===== src/rtl/id_ex_stage.sv =====
// ID/EX pipeline boundary for the LEGv8 pipeline: write-back bypass into decode,
// load-use bubble insertion, and the ID/EX register with hold and flush.
module id_ex_stage #(
    parameter int CTRL_W       = 16,
    parameter int MEMREAD_BIT  = 3,
    parameter int REGWRITE_BIT = 0
) (
    input  logic              clk,
    input  logic              reset,
    input  logic              id_valid,
    input  logic [4:0]        id_Rn,
    input  logic [4:0]        id_Rm,
    input  logic [4:0]        id_Rd,
    input  logic              id_uses_rn,
    input  logic              id_uses_rm,
    input  logic [63:0]       id_ReadData1,
    input  logic [63:0]       id_ReadData2,
    input  logic [63:0]       id_Imm,
    input  logic [CTRL_W-1:0] id_ctrl,
    input  logic              wb_RegWrite,
    input  logic [4:0]        wb_Rd,
    input  logic [63:0]       wb_Data,
    input  logic              ex_hold,
    input  logic              flush,
    output logic              ex_valid,
    output logic [63:0]       ex_A,
    output logic [63:0]       ex_B,
    output logic [63:0]       ex_Imm,
    output logic [4:0]        ex_Rn,
    output logic [4:0]        ex_Rm,
    output logic [4:0]        ex_Rd,
    output logic [CTRL_W-1:0] ex_ctrl,
    output logic              load_use_stall
);

    localparam logic [4:0] XZR = 5'd31;

    typedef struct packed {
        logic              valid;
        logic [63:0]       a;
        logic [63:0]       b;
        logic [63:0]       imm;
        logic [4:0]        rn;
        logic [4:0]        rm;
        logic [4:0]        rd;
        logic [CTRL_W-1:0] ctrl;
    } idex_t;

    idex_t ex_q;
    idex_t ex_d;
    idex_t bubble;
    idex_t capture;

    // Index 0 is the Rn / ReadData1 path, index 1 is the Rm / ReadData2 path.
    logic [4:0]  src_num [2];
    logic        src_use [2];
    logic [63:0] src_rf  [2];
    logic [63:0] byp     [2];
    logic        src_hit [2];

    assign src_num[0] = id_Rn;
    assign src_num[1] = id_Rm;
    assign src_use[0] = id_uses_rn;
    assign src_use[1] = id_uses_rm;
    assign src_rf[0]  = id_ReadData1;
    assign src_rf[1]  = id_ReadData2;

    // The register file writes on the same edge that captures its read data, so
    // the write-back value is forwarded here; XZR always reads as zero.
    genvar gi;
    generate
        for (gi = 0; gi < 2; gi++) begin : g_src
            assign byp[gi] = (src_num[gi] == XZR) ? 64'd0 :
                             (wb_RegWrite && (wb_Rd != XZR) && (wb_Rd == src_num[gi])) ? wb_Data :
                             src_rf[gi];
            assign src_hit[gi] = src_use[gi] && (src_num[gi] == ex_q.rd);
        end
    endgenerate

    assign load_use_stall = !ex_hold && id_valid && ex_q.valid &&
                            ex_q.ctrl[MEMREAD_BIT] && (ex_q.rd != XZR) &&
                            (src_hit[0] || src_hit[1]);

    always_comb begin
        bubble       = '0;
        bubble.rn    = XZR;
        bubble.rm    = XZR;
        bubble.rd    = XZR;

        capture       = '0;
        capture.valid = id_valid;
        capture.a     = byp[0];
        capture.b     = byp[1];
        capture.imm   = id_Imm;
        capture.rn    = id_Rn;
        capture.rm    = id_Rm;
        capture.rd    = id_Rd;
        capture.ctrl  = id_valid ? id_ctrl : '0;
    end

    // A flush beats a hold: a squashed slot must never be retained.
    always_comb begin
        ex_d = capture;
        if (flush) begin
            ex_d = bubble;
        end else if (ex_hold) begin
            ex_d = ex_q;
        end else if (load_use_stall) begin
            ex_d = bubble;
        end
    end

    always_ff @(posedge clk) begin
        if (reset) begin
            ex_q <= bubble;
        end else begin
            ex_q <= ex_d;
        end
    end

    assign ex_valid = ex_q.valid;
    assign ex_A     = ex_q.a;
    assign ex_B     = ex_q.b;
    assign ex_Imm   = ex_q.imm;
    assign ex_Rn    = ex_q.rn;
    assign ex_Rm    = ex_q.rm;
    assign ex_Rd    = ex_q.rd;
    assign ex_ctrl  = ex_q.ctrl;

    // RegWrite is consumed further down the pipe, not in this stage.
    logic unused_regwrite;
    assign unused_regwrite = ex_q.ctrl[REGWRITE_BIT];

endmodule


===== config.mk =====
export PLATFORM = sky130hd
export DESIGN_NAME = id_ex_stage
export DESIGN_NICKNAME = d
export VERILOG_FILES = /design/src/rtl/id_ex_stage.sv
export SDC_FILE = /design/constraint.sdc
export NUM_CORES = 1
export LEC_CHECK = 0
export BUFFER_PORTS_ARGS = -buffer_cell sky130_fd_sc_hd__clkbuf_2
export CAP_MARGIN = 30
export CORE_AREA = 3 3 205 207
export DETAILED_ROUTE_END_ITERATION = 12
export DIE_AREA = 0 0 208 210
export PLACE_DENSITY = 0.57
export SLEW_MARGIN = 10
export SYNTH_ARGS = -nofsm -noshare
export SYNTH_HDL_FRONTEND = slang
export SYNTH_SLANG_ARGS = --single-unit

===== constraint.sdc =====
create_clock -name clk -period 2.3 [get_ports clk]
set_clock_uncertainty 0.2 [all_clocks]
set_input_delay 0.69 -clock clk [delete_from_list [all_inputs] [get_ports clk]]
set_output_delay 0.69 -clock clk [all_outputs]
set_load 0.01 [all_outputs]

==> results.ini <==
[sta]
fmax_mhz=379
setup_viol=16
post-route-period-util=1.15
setup_ws_ns=-0.336
drv_slew=0
worst_pin_slew_ns=0.890
rsz0062_at_grt=yes
relSlewSlack=0.407
hold_viol_final=0
finalCriticalPeriod_ns=2.64

[yosys]
synth-seq-cells=224
synth_warnings=0
syn_nets=1415
synth_cell_types=31
yosysSeqAreaShare=0.426
synth_area_leaders=dfxtp_1, o31ai_2, mux2i_1, nand2_1, nor2b_1
synthCells=1115
synth_top_area_cell=dfxtp_1
synth_top_area_frac=0.426
syn_area_per_cell_um2=9.44
syn_area_um2=10500

[detailed_routing]
drc=0
routed_wl_um=38600
wire_per_inst_um=17.4
first_pass_iters=5
drtIter0Drc=431
vias=10277
ant_nets=0
via_per_inst=4.64

[worst_setup_path]
endpoint=load_use_stall
critPathKind=reg2out
crit_chain=xnor2_2, nand4_1, o22a_2, nor2_4, buf_6
cp.required_ns=1.41
cp.arrival_ns=1.75
slowest_delay_ns=0.38
reg2reg_depth=14
r2r_end=ex_Rd[1]$_SDFFE_PP1N_
start_kind=flip-flop
r2r-start=ex_Rd[1]$_SDFFE_PP1N_
startpoint=ex_Rd[1]$_SDFFE_PP1N_
end_kind=output pin
path_max_fanout=5
crit_slowest_cell=dfxtp_4
r2r_setup_slack_ns=-0.30

[grt]
grt_pass1_wl_um=59000
grt_max_degree=87
groute.usage.overall=0.165
overflow=0
grt_pass1_vias=10484
antenna_found_initial=3

[flow_run]
cap_viol_max_count=0

[power]
p_leak_uw=0.00648
powerDensity_nw_per_um2=629
total_power_uw=9660
ir_drop_uv=451

[place]
portBuffers=524
placedCellCount=2159
place_congestion=0.893
place_hpwl_um=29800

[floorplan]
rows=74
start_util=0.260
pin_count=525
die_area_um2=43700
fp.dieH_um=210
fp.dieW_um=208
coreArea_um2=40600

[clock_network]
clock_latency_ns=0.54
htreeDepth=1
clk_pin_slew_ns=0.06
numCtsBuffers=26
cts.sinks=224
cts_hold_buf=0
tritoncts=done
cts-root-buf=clkbuf_16
cts_buffer_depth=3

[final_layout]
mostFrequentLayoutCell=clkbuf_2
diodes=0
drive_gt1_frac=0.479
layout_common_cells=clkbuf_2, dfxtp_1, nand2_1, mux2i_1, o31ai_2
nNetsFinal=1965
area_growth_pct=45.8
fillers=4169
final_cells=2216

[outcome]
outcome=complete, but fails checks
violations=negative setup slack

[min_path]
hp-class=in2reg

report_power, final:
part / total [uW] / internal (uW) / leakage (uW) / switching, uW
clock: 4360 / 2670 / 0.000441 / 1690
combinational: 1220 / 576 / 0.00421 / 646
sequential: 4080 / 4010 / 0.00182 / 73.9
layout make-up:
cell class	count	area, um2	area share
Tap cell	532	666	0.0434
Clock inverter	12	149	0.00970
Inverter	1	3.75	0.000245
Sequential cell	224	4500	0.293
Timing Repair Buffer	627	3700	0.241
Clock buffer	35	766	0.0499
Multi-Input combinational cell	785	5560	0.362
metrics by stage:
step	setup TNS (ns)	cell area [um2]	hold slack, ns	utilization	setup slack, ns
after detailed placement	-35.30	14300	0.244	0.353	-0.279
after global routing	-5.93	15300	0.207	0.378	-0.394
after floorplan	-0.0957	10600	0.280	-	-0.0957
after CTS	-3.18	15300	0.180	0.378	-0.297
final	-4.49	15300	0.209	0.378	-0.336
after global placement	-26.46	14300	0.237	0.353	-0.237
kinds of logic (layout without fill, tap and decap cells):
family	count (synthesis)	after routing	synth area share
buf+inv	106	675	0.0546
xor+xnor	20	20	0.0166
mux	128	128	0.122
flops	224	224	0.426
compound gates	325	325	0.248
simple gates	312	312	0.132
metal layers:
metal,routed length (um),track usage
met2,18400,0.285
met5,26,0
met3,3390,0.0533
met1,15900,0.199
met4,922,0.0458
Yosys cell counts:
cell type	n
a211oi_1	15
a21oi_1	81
and2_1	1
buf_1	1
buf_2	3
buf_4	13
buf_6	15
clkbuf_1	70
clkbuf_4	3
dfxtp_1	224
inv_2	1
mux2i_1	128
nand2_1	215
nand3_1	6
nand4_1	2
nor2_1	5
nor2b_1	80
nor4_1	2
o2111a_4	1
o211ai_1	16
o21ai_0	80
o21ai_1	1
o21ai_4	1
o22a_1	1
o22ai_1	1
o31ai_1	18
o31ai_2	109
o31ai_4	1
or2_2	1
xnor2_1	16
xor2_1	4
state kept, by name, indices dropped and copies added (netlist names):
| signal | flops |
|---|---|
| ex_Rd | 5 |
| ex_valid | 1 |
| ex_B | 64 |
| ex_ctrl | 16 |
| ex_Imm | 64 |
| ex_Rn | 5 |
| ex_A | 64 |
| ex_Rm | 5 |
critical path: cells and delay by family, from the launching register on:
| family | cells | cell delay [ns] |
|---|---|---|
| DFF | 1 | 0.38 |
| AOI/OAI and AO/OA | 1 | 0.32 |
| and+or+nand+nor | 2 | 0.26 |
| xor gates and xnor gates | 1 | 0.15 |
| buffers and inverters | 1 | 0.10 |
worst min-delay path by stage:
stage / from / end / slack [ns] / cells after the start
6_report: id_ctrl[6] / ex_ctrl[6]$_SDFFE_PP0N_ / 0.21 / 3
5_1_grt: id_ctrl[12] / ex_ctrl[12]$_SDFFE_PP0N_ / 0.21 / 3
4_1_cts: id_ctrl[9] / ex_ctrl[9]$_SDFFE_PP0N_ / 0.18 / 3
3_5_place_dp: ex_B[2]$_SDFFE_PP0N_ / ex_B[2]$_SDFFE_PP0N_ / 0.24 / 2
3_3_place_gp: ex_B[6]$_SDFFE_PP0N_ / ex_B[6]$_SDFFE_PP0N_ / 0.24 / 2
2_1_floorplan: ex_B[0]$_SDFFE_PP0N_ / ex_B[0]$_SDFFE_PP0N_ / 0.28 / 2
timing repair:
| action | 4_1_cts | 5_1_grt |
|---|---|---|
| resized for setup | 13 | 23 |
| setup endpoints to repair | 1 | 22 |
| buffers inserted | 10 | 0 |
| pin swaps | 5 | 5 |
Note: power is estimated with default switching activity, not from simulation.
